**config.mk**
```make
export PLATFORM = sky130hd
export DESIGN_NAME = lsu_mem_master
export DESIGN_NICKNAME = d
export VERILOG_FILES = /design/src/rtl/lsu_pkg.sv /design/src/rtl/lsu_lane_align.sv /design/src/rtl/lsu_mem_master.sv
export SDC_FILE = /design/constraint.sdc
export NUM_CORES = 1
export LEC_CHECK = 0
export BUFFER_PORTS_ARGS = -buffer_cell sky130_fd_sc_hd__buf_2
export CAP_MARGIN = 10
export CORE_MARGIN = 2
export CORE_UTILIZATION = 55
export CTS_CLUSTER_DIAMETER = 150
export CTS_CLUSTER_SIZE = 16
export DETAILED_ROUTE_END_ITERATION = 10
export PLACE_DENSITY = 0.86
export REMOVE_ABC_BUFFERS = 1
export SYNTH_ARGS = -nofsm -noshare
export SYNTH_HDL_FRONTEND = slang
export SYNTH_SLANG_ARGS = --single-unit
```
**constraint.sdc**
```tcl
create_clock -name clk -period 6 [get_ports clk]
set_clock_uncertainty 0.2 [all_clocks]
set_input_delay 0 -clock clk [delete_from_list [all_inputs] [get_ports clk]]
set_output_delay 0 -clock clk [all_outputs]
set_load 0.01 [all_outputs]
```
**src/rtl/lsu_pkg.sv**
```systemverilog
// Shared definitions for the load/store memory master: funct3 codes, FSM states,
// and the encoding/alignment classification helpers used at request accept.
package lsu_pkg;

    localparam logic [2:0] F3_B  = 3'b000;
    localparam logic [2:0] F3_H  = 3'b001;
    localparam logic [2:0] F3_W  = 3'b010;
    localparam logic [2:0] F3_BU = 3'b100;
    localparam logic [2:0] F3_HU = 3'b101;

    // Width of the word index carried on mem_addr (byte address bits [31:2]).
    localparam int WIDX_W = 30;

    typedef enum logic [2:0] {
        ST_IDLE,
        ST_LD,
        ST_SW_WR,
        ST_RMW_RD,
        ST_RMW_WR
    } lsu_state_e;

    function automatic logic f3_illegal(input logic we, input logic [2:0] f3);
        if (we) begin
            return !((f3 == F3_B) || (f3 == F3_H) || (f3 == F3_W));
        end
        return (f3 == 3'b011) || (f3 == 3'b110) || (f3 == 3'b111);
    endfunction

    function automatic logic f3_misaligned(input logic [2:0] f3, input logic [1:0] lo);
        case (f3)
            F3_H, F3_HU: return lo[0];
            F3_W:        return (lo != 2'b00);
            default:     return 1'b0;
        endcase
    endfunction

endpackage

```
**src/rtl/lsu_lane_align.sv**
```systemverilog
// Combinational lane logic: extracts and extends load lanes, and merges sub-word
// store data into a read word. Halfwords select on addr_lo[1] only.
module lsu_lane_align
    import lsu_pkg::*;
(
    input  logic [2:0]  funct3,
    input  logic [1:0]  addr_lo,
    input  logic [31:0] rd_word,
    input  logic [31:0] wdata,
    output logic [31:0] load_ext,
    output logic [31:0] store_merge
);

    logic        [7:0]  byte_sel;
    logic        [15:0] half_sel;
    logic signed [31:0] byte_sx;
    logic signed [31:0] half_sx;

    always_comb begin
        byte_sel = rd_word[{addr_lo, 3'b000} +: 8];
        half_sel = addr_lo[1] ? rd_word[31:16] : rd_word[15:0];
        byte_sx  = 32'($signed(byte_sel));
        half_sx  = 32'($signed(half_sel));

        case (funct3)
            F3_B:    load_ext = byte_sx;
            F3_BU:   load_ext = {24'b0, byte_sel};
            F3_H:    load_ext = half_sx;
            F3_HU:   load_ext = {16'b0, half_sel};
            default: load_ext = rd_word;
        endcase

        store_merge = rd_word;
        case (funct3)
            F3_B: store_merge[{addr_lo, 3'b000} +: 8] = wdata[7:0];
            F3_H: begin
                if (addr_lo[1]) begin
                    store_merge[31:16] = wdata[15:0];
                end else begin
                    store_merge[15:0] = wdata[15:0];
                end
            end
            default: store_merge = wdata;
        endcase
    end

endmodule

```
**src/rtl/lsu_mem_master.sv**
```systemverilog
// Load/store initiator for a word-indexed data memory; sub-word stores use read-modify-write.
// Define LSU_ALIGN_CHECK_EN to reject misaligned halfword/word accesses with an error response.
module lsu_mem_master
    import lsu_pkg::*;
#(
    parameter int MEM_WORDS = 64
) (
    input  logic        clk,
    input  logic        rst,
    input  logic        req_valid,
    output logic        req_ready,
    input  logic        req_we,
    input  logic [2:0]  req_funct3,
    input  logic [31:0] req_addr,
    input  logic [31:0] req_wdata,
    output logic        resp_valid,
    output logic [31:0] resp_rdata,
    output logic        resp_err,
    output logic [31:0] mem_addr,
    output logic [31:0] mem_wr_data,
    output logic        mem_read,
    output logic        mem_write,
    input  logic [31:0] mem_rd_data
);

    lsu_state_e  state_q;
    logic [2:0]  a_funct3_q;
    logic [31:0] a_addr_q;
    logic [31:0] a_wdata_q;
    logic        resp_valid_q;
    logic        resp_err_q;
    logic [31:0] resp_rdata_q;
    logic [31:0] merge_q;

    logic [WIDX_W-1:0] req_widx;
    logic              acc_err_d;
    logic              accept;
    logic [31:0]       load_ext;
    logic [31:0]       store_merge;

    assign req_ready = (state_q == ST_IDLE) && !rst;
    assign accept    = req_valid && req_ready;
    assign req_widx  = req_addr[31:2];

    always_comb begin
        acc_err_d = f3_illegal(req_we, req_funct3)
                 || ({2'b00, req_widx} >= 32'(MEM_WORDS));
`ifdef LSU_ALIGN_CHECK_EN
        acc_err_d = acc_err_d || f3_misaligned(req_funct3, req_addr[1:0]);
`endif
    end

    lsu_lane_align u_align (
        .funct3      (a_funct3_q),
        .addr_lo     (a_addr_q[1:0]),
        .rd_word     (mem_rd_data),
        .wdata       (a_wdata_q),
        .load_ext    (load_ext),
        .store_merge (store_merge)
    );

    // Request fields are pure data: captured on accept, never reset.
    always_ff @(posedge clk) begin
        if (accept) begin
            a_funct3_q <= req_funct3;
            a_addr_q   <= req_addr;
            a_wdata_q  <= req_wdata;
        end
    end

    always_ff @(posedge clk) begin
        if (rst) begin
            state_q      <= ST_IDLE;
            resp_valid_q <= 1'b0;
            resp_err_q   <= 1'b0;
            resp_rdata_q <= 32'b0;
            merge_q      <= 32'b0;
        end else begin
            resp_valid_q <= 1'b0;
            resp_err_q   <= 1'b0;
            resp_rdata_q <= 32'b0;
            case (state_q)
                ST_IDLE: begin
                    if (req_valid) begin
                        if (acc_err_d) begin
                            resp_valid_q <= 1'b1;
                            resp_err_q   <= 1'b1;
                        end else if (!req_we) begin
                            state_q <= ST_LD;
                        end else if (req_funct3 == F3_W) begin
                            state_q <= ST_SW_WR;
                        end else begin
                            state_q <= ST_RMW_RD;
                        end
                    end
                end
                ST_LD: begin
                    resp_valid_q <= 1'b1;
                    resp_rdata_q <= load_ext;
                    state_q      <= ST_IDLE;
                end
                ST_SW_WR: begin
                    resp_valid_q <= 1'b1;
                    state_q      <= ST_IDLE;
                end
                ST_RMW_RD: begin
                    merge_q <= store_merge;
                    state_q <= ST_RMW_WR;
                end
                ST_RMW_WR: begin
                    resp_valid_q <= 1'b1;
                    state_q      <= ST_IDLE;
                end
                default: state_q <= ST_IDLE;
            endcase
        end
    end

    // Strobes are gated by rst so a reset landing in a write state cannot commit the write.
    assign mem_read  = !rst && ((state_q == ST_LD) || (state_q == ST_RMW_RD));
    assign mem_write = !rst && ((state_q == ST_SW_WR) || (state_q == ST_RMW_WR));
    assign mem_addr  = (state_q == ST_IDLE) ? 32'b0 : {2'b00, a_addr_q[31:2]};

    always_comb begin
        case (state_q)
            ST_SW_WR:  mem_wr_data = a_wdata_q;
            ST_RMW_WR: mem_wr_data = merge_q;
            default:   mem_wr_data = 32'b0;
        endcase
    end

    assign resp_valid = resp_valid_q;
    assign resp_err   = resp_err_q;
    assign resp_rdata = resp_rdata_q;

endmodule

```
==> impl_metrics.toml <==
[synth]
syn-cell-area_um2 = 6330
synth.top_cells.by_area = "sky130_fd_sc_hd__edfxtp_1, sky130_fd_sc_hd__dfxtp_1, sky130_fd_sc_hd__a221oi_1"
post_synth_num_cell_types = 51
post_synth_edffs = 67
synth_top_flop_cell = "sky130_fd_sc_hd__dfxtp_1"
post-synth-top-count-cell = "sky130_fd_sc_hd__dfxtp_1"
synth.cells.most_frequent = "sky130_fd_sc_hd__dfxtp_1, sky130_fd_sc_hd__edfxtp_1, sky130_fd_sc_hd__a21oi_1, sky130_fd_sc_hd__nor2_1, sky130_fd_sc_hd__nor2b_1"
synth_largest_type_area_fraction = 0.318
seq_area_frac_synth = 0.536
ys_ff_latch = 136
post_synth.cell_area_avg_um2 = 10.8
synth_top_cell_by_area = "sky130_fd_sc_hd__edfxtp_1"
number_of_warnings_reported_in_the_yosys_synthesis_log = 0
postSynth.asyncResetShare = 0
syn-instance-count = 588

[cts]
ctsHtreeMaxLevel = 4
ctsLongestPathBuffers = 2
post-cts-setup-buffer-count = 0
clk_root_buffer_cell = "sky130_fd_sc_hd__clkbuf_16"
cts_resized = 0
clk_transition_reported_paths_ps = 60
tritoncts = "built"
numClockSinks = 136
clk-insertion-delay-late_ps = 430
ctsHoldBuffers = 106
numCtsBuffers = 17

[timing]
worst_slew_pin_slew_ps = 903
grt_setup_unrepaired = "false"
fmax_ghz = 0.291
slew_headroom = 0.398
final.setup.worst_slack_ps = 2560
final.setup.tns_ps = 0
finalCriticalPeriod_ps = 3440
final_hold_viol_count = 0
setup_viol = 0
final_max_slew_viol_count = 0
timing.hold.ws_ps = 85.2
min_period_over_period = 0.574

[floorplanning]
die-height_um = 111
floorplan.die.width_um = 111
num_rows = 39
die_outline_area_um2 = 12400
initial_utilization = 0.559
io_pins = 204
core-area_um2 = 11300

[worst_setup_path]
cp.arrival_ps = 3570
critical_path_class = "reg -> reg"
timing.rr.end = "merge_q[24]"
critPathMaxFanout = 28
timing.critical_path.required_ps = 6130
worst-r2r-setup-slack_ps = 2560
ff2ff_path_depth = 6
r2r_start = "a_addr_q[1]"
worst_setup_path_end_kind = "register"
setup.worst_path.start_class = "register"

[finish]
final.fill_count = 707
area.growth.synth_to_final_pct = 43.0
share_of_final_layout_standard_cells_stronger_than_drive_strength_1 = 0.309
antenna_cells_inserted = 0
num-nets-final = 984

[routing]
route.detailed.vias_per_inst = 6.08
drt-initial-drc-count = 722
drc = 0
first_pass_iters = 6
detailroute.via_count = 6278
detail_route.wl_per_cell_um = 20.9
final_antenna_net_count = 0
routed_wl_mm = 21.5

[pwr]
static-leakage-power_nw = 3.89
power.ir.vdd_worst_v = 0.000277
gate_power_share = 0.103
power.density_cell_area_nw_per_um2 = 261
sequential_cell_fraction_of_total_power = 0.438
p_sw_frac = 0.240
total_switching_power_uw = 568
p_int_mw = 1.80
clockPowerShare = 0.459

[global_route]
wire_length_of_the_first_global_routing_pass_mm = 34.0
gr-usage-all-layers = 0.351
first_global_vias = 6290
grt_overflow = 0
grt_antenna_before_repair = 0
grt_start_max_net_pins = 58

[min_path]
hold_class = "in -> reg"
min_to = "a_wdata_q[16]"
timing.hold.worst_path_depth = 2
min-delay-start = "req_wdata[16]"

[place]
gpl.final_weighted_congestion = 0.913
hpwl_mm = 12.3
buffer_ports.inserted = 201
dpl_worst_slack_ps = 2670

[run]
cap_violations = 0

[outcome]
run_status = "complete, no violations"
## layer usage
metal	wire, um	track usage	vias to the layer above
met5	0	0	-
met4	662	0.139	0
met3	2040	0.0837	66
met2	10700	0.602	450
met1	8090	0.426	2946
li1	-	-	2816
## metrics by stage
stage                     power [mW]  instance area, um^2   util  instances
after global routing            2.42                 9050  0.800       1032
after CTS                       2.35                 9050  0.800       1032
final                           2.36                 9050  0.800       1032
after floorplan                 1.14                 6090      -        538
after global placement          1.23                 7380  0.652        894
after detailed placement        1.23                 7380  0.652        894
## layout make-up
type / count / area [um^2] / area share
clock buffer: 19 / 443 / 0.0489
clock inverter: 13 / 168 / 0.0185
inverter: 21 / 78.8 / 0.00871
multi-input combinational: 381 / 2630 / 0.291
sequential: 136 / 3390 / 0.375
tap: 143 / 179 / 0.0198
timing repair buffer: 319 / 2160 / 0.238
## cells in the final DEF, fill, tap and decap left out, types with 9 or more instances in the layout
master,instances
sky130_fd_sc_hd__nand2_1,35
sky130_fd_sc_hd__nor2b_1,36
sky130_fd_sc_hd__nor3_1,21
sky130_fd_sc_hd__buf_2,201
sky130_fd_sc_hd__buf_4,12
sky130_fd_sc_hd__a21oi_1,42
sky130_fd_sc_hd__nor2_1,42
sky130_fd_sc_hd__dfxtp_1,69
sky130_fd_sc_hd__mux2_2,16
sky130_fd_sc_hd__inv_1,20
sky130_fd_sc_hd__a221o_1,12
sky130_fd_sc_hd__dlygate4sd3_1,106
sky130_fd_sc_hd__a22o_1,32
sky130_fd_sc_hd__mux2i_1,17
sky130_fd_sc_hd__clkbuf_16,17
sky130_fd_sc_hd__edfxtp_1,67
sky130_fd_sc_hd__a211oi_1,9
sky130_fd_sc_hd__a221oi_1,32
sky130_fd_sc_hd__o21ai_0,12
## registers in the layout (all words and copies together) (netlist names)
signal      cells
state_q         3
resp_err        1
a_wdata_q      32
resp_rdata     32
a_addr_q       32
merge_q        32
resp_valid      1
a_funct3_q      3
## critical path: stages (launching register included)
cell and delay (ps):
sky130_fd_sc_hd__edfxtp_1 850, sky130_fd_sc_hd__buf_4 490, sky130_fd_sc_hd__inv_1 230, sky130_fd_sc_hd__ha_1 430, sky130_fd_sc_hd__nor4b_2 630, sky130_fd_sc_hd__a222oi_1 210, sky130_fd_sc_hd__a211oi_1 280
## kinds of logic after synthesis
group	Yosys count	synth area share
fa+ha+maj	5	0.00988
buf+inv	72	0.0512
other cells	1	0.000592
flops	136	0.536
compound gates	170	0.205
mux	34	0.0589
simple gates	170	0.139
## how the worst max path moves through the flow
stage	endpoint	slack, ps	cells after the start	start
after floorplan	merge_q[0]	2600	6	a_addr_q[1]
after detailed placement	merge_q[2]	2670	7	a_addr_q[1]
after global placement	merge_q[3]	2770	7	a_addr_q[1]
after CTS	merge_q[24]	2640	6	a_addr_q[1]
after global routing	merge_q[24]	2410	6	a_addr_q[1]
final	merge_q[24]	2560	6	a_addr_q[1]
## power by group through the flow
stage	combinational (mW)	clock, mW	sequential [mW]
2_1_floorplan	0.0887	0	1.06
3_3_place_gp	0.176	0	1.05
3_5_place_dp	0.180	0	1.05
4_1_cts	0.233	1.09	1.03
5_1_grt	0.259	1.12	1.04
6_report	0.243	1.09	1.04
(Power assumes the default switching activity.)
